## config.mk

```make
export PLATFORM = sky130hd
export DESIGN_NAME = piso_serializer
export DESIGN_NICKNAME = d
export VERILOG_FILES = /design/src/rtl/piso_serializer.sv
export SDC_FILE = /design/constraint.sdc
export NUM_CORES = 1
export LEC_CHECK = 0
export CAP_MARGIN = 30
export CORE_MARGIN = 2
export CORE_UTILIZATION = 35
export DETAILED_ROUTE_END_ITERATION = 7
export GPL_TIMING_DRIVEN = 0
export SYNTH_ARGS = -nofsm -noshare
export SYNTH_HDL_FRONTEND = slang
export SYNTH_SLANG_ARGS = --single-unit
```

## constraint.sdc

```tcl
create_clock -name clk -period 3.3 [get_ports clk]
set_clock_uncertainty 0.2 [all_clocks]
set_input_delay 0.66 -clock clk [delete_from_list [all_inputs] [get_ports clk]]
set_output_delay 0.66 -clock clk [all_outputs]
set_load 0.02 [all_outputs]
```

## src/rtl/piso_serializer.sv

```systemverilog
// piso_serializer: parallel-in serial-out transmitter with valid/ready load and framing strobes
module piso_serializer #(
  parameter int WIDTH     = 8,
  parameter bit LSB_FIRST = 1'b0
) (
  input  logic             clk,
  input  logic             reset,
  input  logic [WIDTH-1:0] data,
  input  logic             load_valid,
  output logic             load_ready,
  output logic             ser_out,
  output logic             ser_valid,
  output logic             frame_start,
  output logic             done,
  output logic             busy
);
  localparam int CW = $clog2(WIDTH);
  localparam logic [CW-1:0] LAST = CW'(WIDTH - 1);
  typedef enum logic {IDLE, SHIFT} state_t;
  state_t state, state_n;
  logic [CW-1:0] cnt, cnt_n;
  logic [WIDTH-1:0] sh, sh_n;
  logic last, load;
  assign last = (state == SHIFT) && (cnt == LAST);
  // ready gated by reset so nothing is accepted while the block is held in reset
  assign load_ready = ~reset & ((state == IDLE) | last);
  assign load = load_valid & load_ready;
  always_ff @(posedge clk or posedge reset) begin
    if (reset) begin
      state <= IDLE;
      cnt   <= '0;
      sh    <= '0;
    end else begin
      state <= state_n;
      cnt   <= cnt_n;
      sh    <= sh_n;
    end
  end
  always_comb begin
    state_n = state;
    cnt_n   = cnt;
    sh_n    = sh;
    if (load) begin
      state_n = SHIFT;
      cnt_n   = '0;
      sh_n    = data;
    end else if (state == SHIFT) begin
      state_n = last ? IDLE : SHIFT;
      cnt_n   = last ? '0 : cnt + CW'(1);
      sh_n    = LSB_FIRST ? {1'b0, sh[WIDTH-1:1]} : {sh[WIDTH-2:0], 1'b0};
    end
  end
  assign busy        = (state == SHIFT);
  assign ser_valid   = busy;
  assign ser_out     = busy & (LSB_FIRST ? sh[0] : sh[WIDTH-1]);
  assign frame_start = busy & (cnt == '0);
  assign done        = last;
endmodule

```

==> results.py <==
metrics = {
    "sta": {
        "worstMarginPinSlew_ps": 454,
        "finalSetupViolCount": 0,
        "hold_violations": 0,
        "fin_crit_sh": 0.812,
        "setup_slack_ps": 620,
        "finalSetupTns_ps": 0,
        "min_period_ps": 2680,
        "relSlewSlack": 0.697,
        "grt_setup_unrepaired": "no",
        "timing.fmax_mhz": 373,
        "drv_slew": 0,
    },
    "worst_setup_path": {
        "r2r_setup_slack_ps": 1590,
        "path_cells": "ha_1, ha_1, nor2_1, nor2_1, clkdlybuf4s50_1",
        "r2r-start": "cnt[0]$_DFFE_PP0P_",
        "worstSetupEndpointType": "output port",
        "critPathTopFamily": "buffers and inverters",
        "r2r_cells": 6,
        "arrival_ps": 1820,
        "cp.required_ps": 2440,
        "r2r-end": "sh[7]$_DFFE_PP0P_",
        "cp_max_fo": 4,
        "crit_path_max_incr_delay_ps": 530,
        "path_class": "reg -> out",
        "path_buf_inv": 1,
        "slowest_stage": "clkdlybuf4s50_1",
        "cp-start-kind": "flop",
    },
    "synthesis": {
        "syn_area_sq_um": 673,
        "synthMuxAreaShare": 0.119,
        "synth-xor-area-share": 0,
        "synth_top_family_by_area": "simple AND/OR/NAND/NOR gates",
        "syn_inst": 64,
        "synth-simple-area-share": 0.160,
        "ys_ff_latch": 12,
        "synth-adder-area-share": 0.0558,
        "synth_compound_area_frac": 0.138,
        "synth_warnings": 0,
        "synth_area_per_cell_sq_um": 10.5,
        "synth_seq_area_share": 0.446,
        "synth_cell_types": 18,
        "synthesis.nets": 78,
    },
    "layout": {
        "syn2layout_area_growth_pct": 31.8,
        "nets": 99,
        "num_antenna_cells": 0,
        "drive_gt1_frac": 0.229,
    },
    "cts": {
        "worstSkewPairLatency_ps": 270,
        "cts_buffers": 3,
        "cts.reportedPaths.clkPinSlew_ps": 70,
        "cts_sinks": 12,
        "cts_resized": 0,
        "ctsLongestPathBuffers": 2,
        "cts_tree": "built",
        "postCtsSetupRepairBufs": 0,
        "cts-root-buf": "clkbuf_4",
        "postCtsHoldBufs": 0,
        "htreeDepth": 1,
    },
    "run_status": {
        "status": "completed",
    },
    "hold_path": {
        "hold_path.class": "reg -> reg",
        "whs_endpoint": "sh[0]$_DFFE_PP0P_",
        "min_path_cells": 2,
        "worstHoldStart": "sh[0]$_DFFE_PP0P_",
    },
    "global_route": {
        "globalRouteOverflowTotal": 0,
        "grt_max_degree": 13,
        "grt_pass1_vias": 429,
        "grt_pass1_wl_microns": 1950,
        "antenna_found_initial": 0,
        "grtUsageTotal": 0.129,
    },
    "drt": {
        "firstDrtPassIters": 4,
        "wl_per_cell_microns": 11.3,
        "antenna_left": 0,
        "drc": 0,
        "avgViaCountPerCell": 4.64,
        "initialDrtViolationCount": 3,
        "wirelength_microns": 1220,
        "dr_total_vias": 501,
    },
    "floorplanning": {
        "die_w_microns": 47.9,
        "die_area_sq_um": 2290,
        "io_pins": 17,
        "die_h_microns": 47.9,
        "rows": 15,
        "core_sq_um": 1760,
        "start_util": 0.382,
    },
    "place": {
        "portBuffers": 16,
        "place.detailed.hpwl_microns": 897,
        "finalWeightedCongestion": 0.671,
        "place_ws_ps": 622,
    },
    "pwr": {
        "power_mw": 0.708,
        "power-per-cell-area_nw_per_um2": 798,
        "p_leak_nw": 0.425,
        "peakVddDrop_uv": 289,
    },
    "run": {
        "drv_cap": 0,
    },
}
-- tightest hold or removal path: stages, from the launching register on --
cell     delay, ps
dfrtp_1        380
nand2_1         80
o21ai_2         50
-- worst max path at each step --
stage,depth (start not counted),from,endpoint,slack [ps]
2_1_floorplan,3,busy$_DFF_PP0_,frame_start,1280
3_3_place_gp,3,reset,load_ready,620
3_5_place_dp,3,reset,load_ready,620
4_1_cts,5,cnt[0]$_DFFE_PP0P_,load_ready,600
5_1_grt,5,cnt[0]$_DFFE_PP0P_,load_ready,490
6_report,5,cnt[0]$_DFFE_PP0P_,load_ready,620
-- synth_stat cells --
library cell | number | share of area
dfrtp_1 | 12 | 0.45
mux2i_1 | 8 | 0.12
nand3_1 | 8 | 0.059
o21ai_2 | 8 | 0.10
nand2_1 | 5 | 0.028
nor2_1 | 4 | 0.022
ha_1 | 3 | 0.056
inv_1 | 3 | 0.017
and2_1 | 2 | 0.019
buf_2 | 2 | 0.015
buf_6 | 2 | 0.033
a32o_1 | 1 | 0.015
and2_4 | 1 | 0.013
buf_4 | 1 | 0.011
inv_2 | 1 | 0.0056
nand2b_1 | 1 | 0.0093
nor2b_1 | 1 | 0.0093
o22ai_2 | 1 | 0.019
-- cell usage in the layout (no fill, tap or decap), drive strengths merged, types with 3 or more instances in the layout --
| cell | netlist | routed |
|---|---|---|
| and2 | 3 | 3 |
| dfrtp | 12 | 12 |
| nand2 | 5 | 5 |
| clkbuf | 0 | 3 |
| inv | 4 | 4 |
| nor2 | 4 | 4 |
| nand3 | 8 | 8 |
| mux2i | 8 | 8 |
| buf | 5 | 5 |
| clkdlybuf4s50 | 0 | 16 |
| o21ai | 8 | 8 |
| ha | 3 | 3 |
-- per-layer routing --
metal / GRT usage / vias up / wire (microns)
li1: - / 257 / -
met1: 0.177 / 221 / 592
met2: 0.176 / 18 / 512
met3: 0.0264 / 5 / 74
met4: 0.0973 / 0 / 38
met5: 0 / - / 0
-- where the power goes --
group	switching, mW	total, mW	internal [mW]
Sequential	0.0437	0.250	0.207
Combinational	0.186	0.369	0.183
Clock	0.0468	0.0891	0.0423
-- sequential cells by signal (all words and copies together), names as in the netlist --
name  cells
busy      1
cnt       3
sh        8
-- logic make-up (layout without fill, tap and decap cells) --
kind of cell	Yosys count	in the layout
adder cells (fa/ha/maj)	3	3
flip-flops	12	12
buffers and inverters	9	28
AND/OR/NAND/NOR	22	22
multiplexers	8	8
AO/OA/AOI/OAI	10	10
-- per-stage QoR --
step | std cells | hold WS, ps | cell area, sq um | utilization
finish | 108 | 338 | 887 | 0.503
floorplan | 64 | 299 | 673 | -
CTS | 108 | 341 | 887 | 0.503
global route | 108 | 365 | 887 | 0.503
global placement | 105 | 326 | 865 | 0.490
detailed placement | 105 | 330 | 865 | 0.490
-- cell type report --
type	instances	area [sq um]
clock buffer	3	22.5
timing repair buffer	16	160
multi-input combinational	43	318
fill	186	877
sequential	12	300
buffer	5	40.0
inverter	4	15.0
tap	25	31.3
Note: power is estimated with default switching activity, not from simulation.
